**config.mk**
```make
export PLATFORM = sky130hd
export DESIGN_NAME = phase_control_unit
export DESIGN_NICKNAME = d
export VERILOG_FILES = /design/src/rtl/phase_control_unit.sv
export SDC_FILE = /design/constraint.sdc
export NUM_CORES = 1
export LEC_CHECK = 0
export ABC_AREA = 1
export CAP_MARGIN = 10
export CELL_PAD_IN_SITES_DETAIL_PLACEMENT = 0
export CELL_PAD_IN_SITES_GLOBAL_PLACEMENT = 1
export CORE_AREA = 2 2 78 80
export DETAILED_ROUTE_END_ITERATION = 8
export DIE_AREA = 0 0 80 82
export PLACE_DENSITY_LB_ADDON = 0.1
export SYNTH_ARGS = -nofsm -noshare
export SYNTH_HDL_FRONTEND = slang
export SYNTH_SLANG_ARGS = --single-unit
export TNS_END_PERCENT = 20
```
**constraint.sdc**
```tcl
create_clock -name clk -period 2.6 [get_ports clk]
set_clock_uncertainty 0.05 [all_clocks]
set_input_delay 0.26 -clock clk [delete_from_list [all_inputs] [get_ports clk]]
set_output_delay 0.26 -clock clk [all_outputs]
set_load 0.03 [all_outputs]
```
**src/rtl/phase_control_unit.sv**
```systemverilog
// Multi-phase control sequencer for the 16-bit datapath: run/halt/fault FSM,
// phase counter, per-instruction command latch and memory-wait timeout.
module phase_control_unit #(
  parameter int PHASES       = 5,
  parameter int MEM_TIMEOUT  = 15,
  parameter bit START_HALTED = 1'b1
) (
  input  logic        clk,
  input  logic        rst,
  input  logic        run,
  input  logic        mem_ready,
  input  logic        S,
  input  logic        Z,
  input  logic        C,
  input  logic        V,
  input  logic [15:0] instruction,
  output logic [2:0]  phase,
  output logic        halted,
  output logic        fault,
  output logic        ir_e,
  output logic        ar_e,
  output logic        br_e,
  output logic        dr_e,
  output logic        mdr_e,
  output logic        aluc_e,
  output logic        flag_e,
  output logic        mem_e,
  output logic        mem_w,
  output logic        genr_w,
  output logic        pc_inc,
  output logic        pc_load,
  output logic        b_sel_imm,
  output logic        a_sel_pc,
  output logic        wb_sel_mdr,
  output logic        wb_sel_imm,
  output logic        st_sel_ra,
  output logic [5:0]  alu_instruction
);
  typedef enum logic [1:0] {ST_RUN = 2'd0, ST_HALTED = 2'd1, ST_FAULT = 2'd2} state_t;
  typedef enum logic [3:0] {
    CL_NOP, CL_ALU2, CL_MOV, CL_CMP, CL_SHIFT, CL_IN, CL_OUT, CL_HLT,
    CL_LD, CL_ST, CL_LI, CL_BR
  } cls_t;

  localparam logic [2:0] WB_PHASE  = 3'(PHASES - 1);
  localparam logic [7:0] WAIT_LAST = 8'(MEM_TIMEOUT - 1);

  state_t     state_q, state_d;
  logic [2:0] phase_q, phase_d;
  logic [7:0] wait_q, wait_d;
  cls_t       cls_q, cls_d, cls_dec, cls_cur;
  logic [2:0] cond_q, cond_d, cond_dec;
  logic       taken_q, taken_d;
  logic       br_ok, mem_hold;
  logic       unused_inputs;

  assign unused_inputs = ^{C, instruction[3:0]};

  // cond encoding: 0 BE, 1 BLT, 2 BLE, 3 BNE, 4 unconditional B
  always_comb begin
    cls_dec  = CL_NOP;
    cond_dec = 3'd0;
    case (instruction[15:14])
      2'b00: cls_dec = CL_LD;
      2'b01: cls_dec = CL_ST;
      2'b10: begin
        if (instruction[13:11] == 3'b000) begin
          cls_dec = CL_LI;
        end else if (instruction[13:11] == 3'b100) begin
          cls_dec  = CL_BR;
          cond_dec = 3'd4;
        end else if (instruction[13:11] == 3'b111 && !instruction[10]) begin
          cls_dec  = CL_BR;
          cond_dec = {1'b0, instruction[9:8]};
        end
      end
      default: begin
        case (instruction[7:4])
          4'd0, 4'd1, 4'd2, 4'd3, 4'd4: cls_dec = CL_ALU2;
          4'd5:                         cls_dec = CL_CMP;
          4'd6:                         cls_dec = CL_MOV;
          4'd8, 4'd9, 4'd10, 4'd11:     cls_dec = CL_SHIFT;
          4'd12:                        cls_dec = CL_IN;
          4'd13:                        cls_dec = CL_OUT;
          4'd15:                        cls_dec = CL_HLT;
          default:                      cls_dec = CL_NOP;
        endcase
      end
    endcase
  end

  // The latch is written at the end of P1, so P1 itself decodes the live IR.
  assign cls_cur = (phase_q == 3'd1) ? cls_dec : cls_q;

  always_comb begin
    case (cond_q)
      3'd0:    br_ok = Z;
      3'd1:    br_ok = S ^ V;
      3'd2:    br_ok = Z | (S ^ V);
      3'd3:    br_ok = !Z;
      default: br_ok = 1'b1;
    endcase
  end

  // mem_ready handshake: mem_e presents an access in P0 (fetch) or P3 (LD/IN/ST);
  // it completes on the first edge with mem_ready high, until then the phase holds.
  assign mem_hold = !mem_ready &&
                    ((phase_q == 3'd0) ||
                     (phase_q == 3'd3 && (cls_cur == CL_LD || cls_cur == CL_IN || cls_cur == CL_ST)));

  always_ff @(posedge clk) begin
    if (rst) begin
      state_q <= START_HALTED ? ST_HALTED : ST_RUN;
      phase_q <= 3'd0;
      wait_q  <= 8'd0;
      cls_q   <= CL_NOP;
      cond_q  <= 3'd0;
      taken_q <= 1'b0;
    end else begin
      state_q <= state_d;
      phase_q <= phase_d;
      wait_q  <= wait_d;
      cls_q   <= cls_d;
      cond_q  <= cond_d;
      taken_q <= taken_d;
    end
  end

  always_comb begin
    state_d = state_q;
    phase_d = phase_q;
    wait_d  = wait_q;
    cls_d   = cls_q;
    cond_d  = cond_q;
    taken_d = taken_q;
    case (state_q)
      ST_RUN: begin
        if (mem_hold) begin
          if (wait_q == WAIT_LAST) begin
            state_d = ST_FAULT;
            phase_d = 3'd0;
            wait_d  = 8'd0;
          end else begin
            wait_d = wait_q + 8'd1;
          end
        end else begin
          wait_d = 8'd0;
          if (phase_q == 3'd1) begin
            cls_d  = cls_dec;
            cond_d = cond_dec;
          end
          if (phase_q == 3'd2) taken_d = (cls_q == CL_BR) && br_ok;
          if (phase_q == WB_PHASE) begin
            phase_d = 3'd0;
            if (cls_q == CL_HLT) state_d = ST_HALTED;
          end else begin
            phase_d = phase_q + 3'd1;
          end
        end
      end
      default: begin
        if (run) begin
          state_d = ST_RUN;
          phase_d = 3'd0;
          wait_d  = 8'd0;
        end
      end
    endcase
  end

  assign phase           = (state_q == ST_RUN) ? phase_q : 3'd0;
  assign halted          = (state_q == ST_HALTED);
  assign fault           = (state_q == ST_FAULT);
  assign alu_instruction = (instruction[15:14] == 2'b11) ? {2'b11, instruction[7:4]}
                                                         : instruction[15:10];

  always_comb begin
    ir_e = 1'b0; ar_e = 1'b0; br_e = 1'b0; dr_e = 1'b0; mdr_e = 1'b0;
    aluc_e = 1'b0; flag_e = 1'b0; mem_e = 1'b0; mem_w = 1'b0; genr_w = 1'b0;
    pc_inc = 1'b0; pc_load = 1'b0; b_sel_imm = 1'b0; a_sel_pc = 1'b0;
    wb_sel_mdr = 1'b0; wb_sel_imm = 1'b0; st_sel_ra = 1'b0;
    if (state_q == ST_RUN) begin
      if (phase_q == 3'd0) begin
        mem_e = 1'b1;
        ir_e  = mem_ready;
      end else if (phase_q == 3'd1) begin
        ar_e = cls_cur inside {CL_ALU2, CL_MOV, CL_CMP, CL_OUT, CL_ST};
        br_e = cls_cur inside {CL_ALU2, CL_MOV, CL_CMP, CL_SHIFT, CL_LD, CL_ST};
      end else if (phase_q == 3'd2) begin
        aluc_e    = cls_cur inside {CL_ALU2, CL_MOV, CL_SHIFT, CL_LD, CL_ST, CL_BR};
        dr_e      = aluc_e;
        flag_e    = cls_cur inside {CL_ALU2, CL_CMP, CL_SHIFT};
        b_sel_imm = cls_cur inside {CL_SHIFT, CL_LD, CL_ST, CL_BR};
        a_sel_pc  = (cls_cur == CL_BR);
      end else if (phase_q == 3'd3) begin
        mem_e     = cls_cur inside {CL_LD, CL_IN, CL_ST};
        mdr_e     = (cls_cur inside {CL_LD, CL_IN}) && mem_ready;
        mem_w     = (cls_cur == CL_ST);
        st_sel_ra = (cls_cur == CL_ST);
      end else if (phase_q == WB_PHASE) begin
        genr_w     = cls_cur inside {CL_ALU2, CL_MOV, CL_SHIFT, CL_LD, CL_IN, CL_LI};
        wb_sel_mdr = cls_cur inside {CL_LD, CL_IN};
        wb_sel_imm = (cls_cur == CL_LI);
        if (cls_cur == CL_BR) begin
          pc_load = taken_q;
          pc_inc  = !taken_q;
        end else begin
          pc_inc = (cls_cur != CL_HLT);
        end
      end
    end
  end
endmodule
```
**After elaboration in Yosys (flattened, before gate mapping)**

Memory sizes are Yosys's and may differ from the RTL's.
Index checks and enable logic that the tools add are counted.

- Memories: 1
- Bits in read-only memories: 48
- Output and inout port bits: 28
- Word-level logic and storage cells: 172
- Bits in registers: 21

Memory list:

| name | words | bits a word | rd ports | clocked after memory_dff | write ports | line | RTL |
|---|---|---|---|---|---|---|---|
| (name not given) | 16 | 3 | 1 | 0 | 0 | 78 | `case (instruction[7:4])` |

- Reduce and logical (&&, ||, !) cells: 31
- Muxes and demuxes: 98
- Add/subtract/negate cells: 2
- Equal/unequal tests: 31
- Bitwise gates (word level): 3

Operators with widths:

| kind | count |
|---|---|
| 1-bit two-way mux | 71 |
| 8-bit two-way mux | 4 |
| 3-bit two-way mux | 9 |
| 4-bit equality test (second input constant) | 5 |
| 6-bit nonzero test | 3 |
| 4-bit by 3-bit equality test with 1-bit output (second input constant) | 4 |
| 4-bit two-way mux | 4 |
| 2-bit two-way mux | 7 |
| 3-bit by 2-bit equality test with 1-bit output (second input constant) | 4 |
| 4-bit one-hot mux with 3 select lines | 1 |
| 3-bit equality test (second input constant) | 3 |
| 3-bit zero test | 3 |
| 8-bit by 1-bit adder with 8-bit output (second input constant) | 1 |
| 4-bit by 2-bit equality test with 1-bit output (second input constant) | 2 |
| 8-bit by 4-bit equality test with 1-bit output (second input constant) | 1 |
| 2-bit equality test (second input constant) | 3 |
| 3-bit by 1-bit equality test with 1-bit output (second input constant) | 2 |
| 6-bit two-way mux | 1 |
| 3-bit inequality test (second input constant) | 2 |
| 3-bit AND reduction | 2 |
| 3-bit nonzero test | 2 |
| 1-bit logical AND | 5 |
| 5-bit nonzero test | 1 |
| 2-bit by 1-bit equality test with 1-bit output (second input constant) | 2 |
| 15 further kinds | 23 |

**Longest topological paths before layout**

- Word-level depth: 15
- Depth in mapped cells: 19
- Mapped depth without buffers: 19

**Worst setup path before layout**

Ideal clock, no wire load.

- Kind: register -> output
- From: reg phase_q[1]
- To: out st_sel_ra
- Arrival: 2523 ps
- Buffers on the path: 1
- Stages on the path, launching flop included: 12
- Setup slack: -233 ps
- Cell sequence: dfxtp_1 inv_1 ha_1 nand2_4 inv_6 nor2_4 a31oi_4 inv_2 nor2_4 inv_1 nor4_1 buf_4

- Cells in the longest elaborated chain, start to end: 8

Ends and longest elaborated chain:

| element | line | RTL |
|---|---|---|
| from (decl) | 49 | `logic [2:0] phase_q, phase_d;` |
| from (signal assigned) | 121 | `phase_q <= phase_d;` |
| 3-bit by 1-bit equality test with 1-bit output | 93, 186 |  |
| 4-bit two-way mux | n/a |  |
| 4-bit equality test | n/a |  |
| 1-bit two-way mux (3 in a row) | n/a |  |
| 1-bit two-way mux * (2 in a row) | n/a |  |
| to (decl) | 36 | `output logic st_sel_ra,` |

Mark *: on every way between the ends. The rest lies on a longest branch, timed or not.

**Worst setup path after layout**

- From: reg phase_q[0]
- To: out aluc_e

- Cells in the longest elaborated chain, start to end: 8

Ends and longest elaborated chain:

| element | line | RTL |
|---|---|---|
| 3-bit by 1-bit equality test with 1-bit output | 93, 186 |  |
| 4-bit two-way mux | n/a |  |
| 4-bit by 1-bit equality test with 1-bit output, or another cell as far along | 190 | `aluc_e = cls_cur inside {CL_ALU2, CL_MOV, CL_SHIFT, CL_LD, CL_ST, CL_BR};` |
| 6-bit nonzero test | 190 |  |
| 1-bit two-way mux | 189 | `end else if (phase_q == 3'd2) begin` |
| 1-bit two-way mux | 186 | `end else if (phase_q == 3'd1) begin` |
| 1-bit two-way mux * | 183 | `if (phase_q == 3'd0) begin` |
| 1-bit two-way mux * | 182 | `if (state_q == ST_RUN) begin` |
| to (decl) | 25 | `output logic aluc_e,` |

Marks and branches as above.

==> impl_metrics.yaml <==
run_status:
  status: "completed"
detailed_routing:
  vias: 1937
  drt-initial-drc-count: 77
  post-route-drc-count: 0
  drtAntennaViolNets: 0
  wirelength_mm: 4.85
  wl_per_cell_um: 11.2
  drt_pass1_iterations: 4
  viasPerCell: 4.47
clocking:
  cts_made_buffers: 3
  htreeDepth: 1
  cts_sinks: 21
  clock_latency_ns: 0.26
  path_clk_slew_ns: 0.08
  cts_tree: "built"
  cts_root_buffer: "clkbuf_8"
  clockBufferDepth: 2
  hold_buffers: 0
logic_synthesis:
  post_synth_num_cell_types: 39
  synthCells: 277
  synthesis.area_sq_um: 1770
  synth_top_area_share_pct: 23.8
  synth_seq_area_share_pct: 23.8
  yosysTopAreaCell: "dfxtp_1"
  ys_seq_elements: 21
  synth_nets: 309
  synth.yosys.warnings: 0
  avgSynthCellArea_sq_um: 6.39
  synth_area_leaders: "dfxtp_1 (24%), nand2_1 (11%), inv_1 (10%)"
global_route:
  antenna_found_initial: 0
  grt_start_max_net_pins: 15
  grtUsageTotal_pct: 15.0
  grt_overflow: 0
  grt_pass1_wl_mm: 7.76
  grt_pass1_vias: 1760
sta:
  timing.final.hold_violations: 0
  rsz0062_at_grt: "true"
  setup_violations: 0
  maxSlewViolCount: 0
  fin_ws_ns: 0.0957
  fin_crit_sh_pct: 96.3
  fin_crit_ns: 2.50
  clock.fmax_mhz: 399
  relSlewSlack_pct: 51.0
  fin_worst_hold_slack_ns: 0.281
  worst_pin_slew_ns: 0.728
die:
  fp-row-count: 28
  die_width_um: 80
  coreArea_sq_um: 5750
  io_pins: 52
  die_area_sq_um: 6560
  die_y_um: 82
  start_util_pct: 30.8
place:
  gp_congestion: 0.795
  port_buffers: 46
  place_hpwl_mm: 3.74
  pre_cts_ws_ns: -0.181
final_layout:
  seqCellArea_sq_um: 425
  layout-drive-gt1-share_pct: 29.3
  syn_to_final_growth_pct: 53.5
  nFillCells: 616
  mostFrequentLayoutCell: "buf_4"
  nNetsFinal: 391
  final_cell_mix: "buf_4 (50), nand2_1 (48), inv_1 (43)"
  utilization_pct: 47.3
  multiInputGateArea_sq_um: 1220
  diodes: 0
worst_setup_path:
  end_kind: "output pin"
  worstSetupPathType: "reg -> out"
  crit_path_start_kind: "register"
  rr_startpoint: "phase_q[1]"
  critPathRequiredTime_ns: 2.29
  startpoint: "phase_q[0]"
  cp.arrival_ns: 2.19
  critPathMaxFanout: 4
pwr:
  peakVddDrop_mv: 0.296
  powerDensity_nw_per_um2: 485
  finalPower_uw: 1320
  p_leak_uw: 0.00124
min_path:
  holdCritPathClass: "in -> reg"
  min-delay-start: "instruction[13]"
flow_run:
  drv_cap: 0
-- stage by stage --
step | cell area (sq um) | setup TNS, ns | cells
3_3_place_gp | 2450 | -1.26 | 419
2_1_floorplan | 1780 | -0.0663 | 277
4_1_cts | 2580 | 0 | 427
6_report | 2720 | 0 | 433
5_1_grt | 2720 | -0.154 | 433
3_5_place_dp | 2450 | -1.61 | 419
-- registers in the layout, summed over array words and instances, names as in the netlist --
signal / flops
wait_q: 8
cls_q: 4
phase_q: 3
taken_q: 1
state_q: 2
cond_q: 3
-- worst max-delay path: stages, from the launching register on --
cell and delay [ns]:
dfxtp_2 0.38, inv_1 0.10, ha_1 0.26, nor4_1 0.67, inv_1 0.18, nor2_1 0.16
buf_4 0.18
-- layout make-up --
type | instances | share of cell area, %
timing repair buffer | 83 | 26.5
multi-input combinational | 199 | 45.1
sequential | 21 | 15.7
tap | 75 | 3.46
clock buffer | 3 | 1.52
inverter | 51 | 7.60
clock inverter | 1 | 0.184
-- logic make-up (layout without fill, tap and decap cells) --
logic type,Yosys count,after routing,synth area share [%]
simple gates,136,136,37.2
buf+inv,57,138,13.2
compound gates,47,47,16.1
flops,21,21,23.8
fa+ha+maj,8,8,5.66
xor+xnor,7,7,3.47
mux,1,1,0.636
-- cell usage after synthesis, drive strengths merged --
library cell and number:
or2 4, mux2 1, xor2 6, a311oi 1, ha 8, nand2 58, a211oi 2, buf 3
a31oi 2, o21ai 11, a21oi 24, inv 51, nand3b 2, o2111ai 1, dfxtp 21, o22ai 3
o31ai 1, o21bai 2, nor2 41, nand4 7, clkbuf 3, nor3 5, nor4 2, xnor2 1
nand3 17
-- timing repair --
item                       in CTS  in global routing
resized for setup              17                 28
setup buffers                   4                  6
setup endpoints to repair      11                 10
pin swaps                       8                 13
-- worst paths after layout --
check              endpoint  slack [ns]  cells past startpoint
setup / recovery     aluc_e         0.1                      6
hold reg to reg   wait_q[7]        0.42                      2
setup reg to reg   cls_q[2]        0.42                     15
hold / removal    cond_q[2]        0.28                      3
-- metal layers --
metal	up-vias	GRT usage, %	share of wire [%]
met5	-	0	0
met4	0	4.41	0.95
met3	5	1.54	3.5
met2	33	25.6	49
met1	846	20.0	47
li1	1053	-	-
-- power breakdown --
part           internal, uW  switching, uW
Sequential              345           21.3
Combinational           328            406
Clock                   107            110
Total                   780            537
Note: power is estimated with default switching activity, not from simulation.
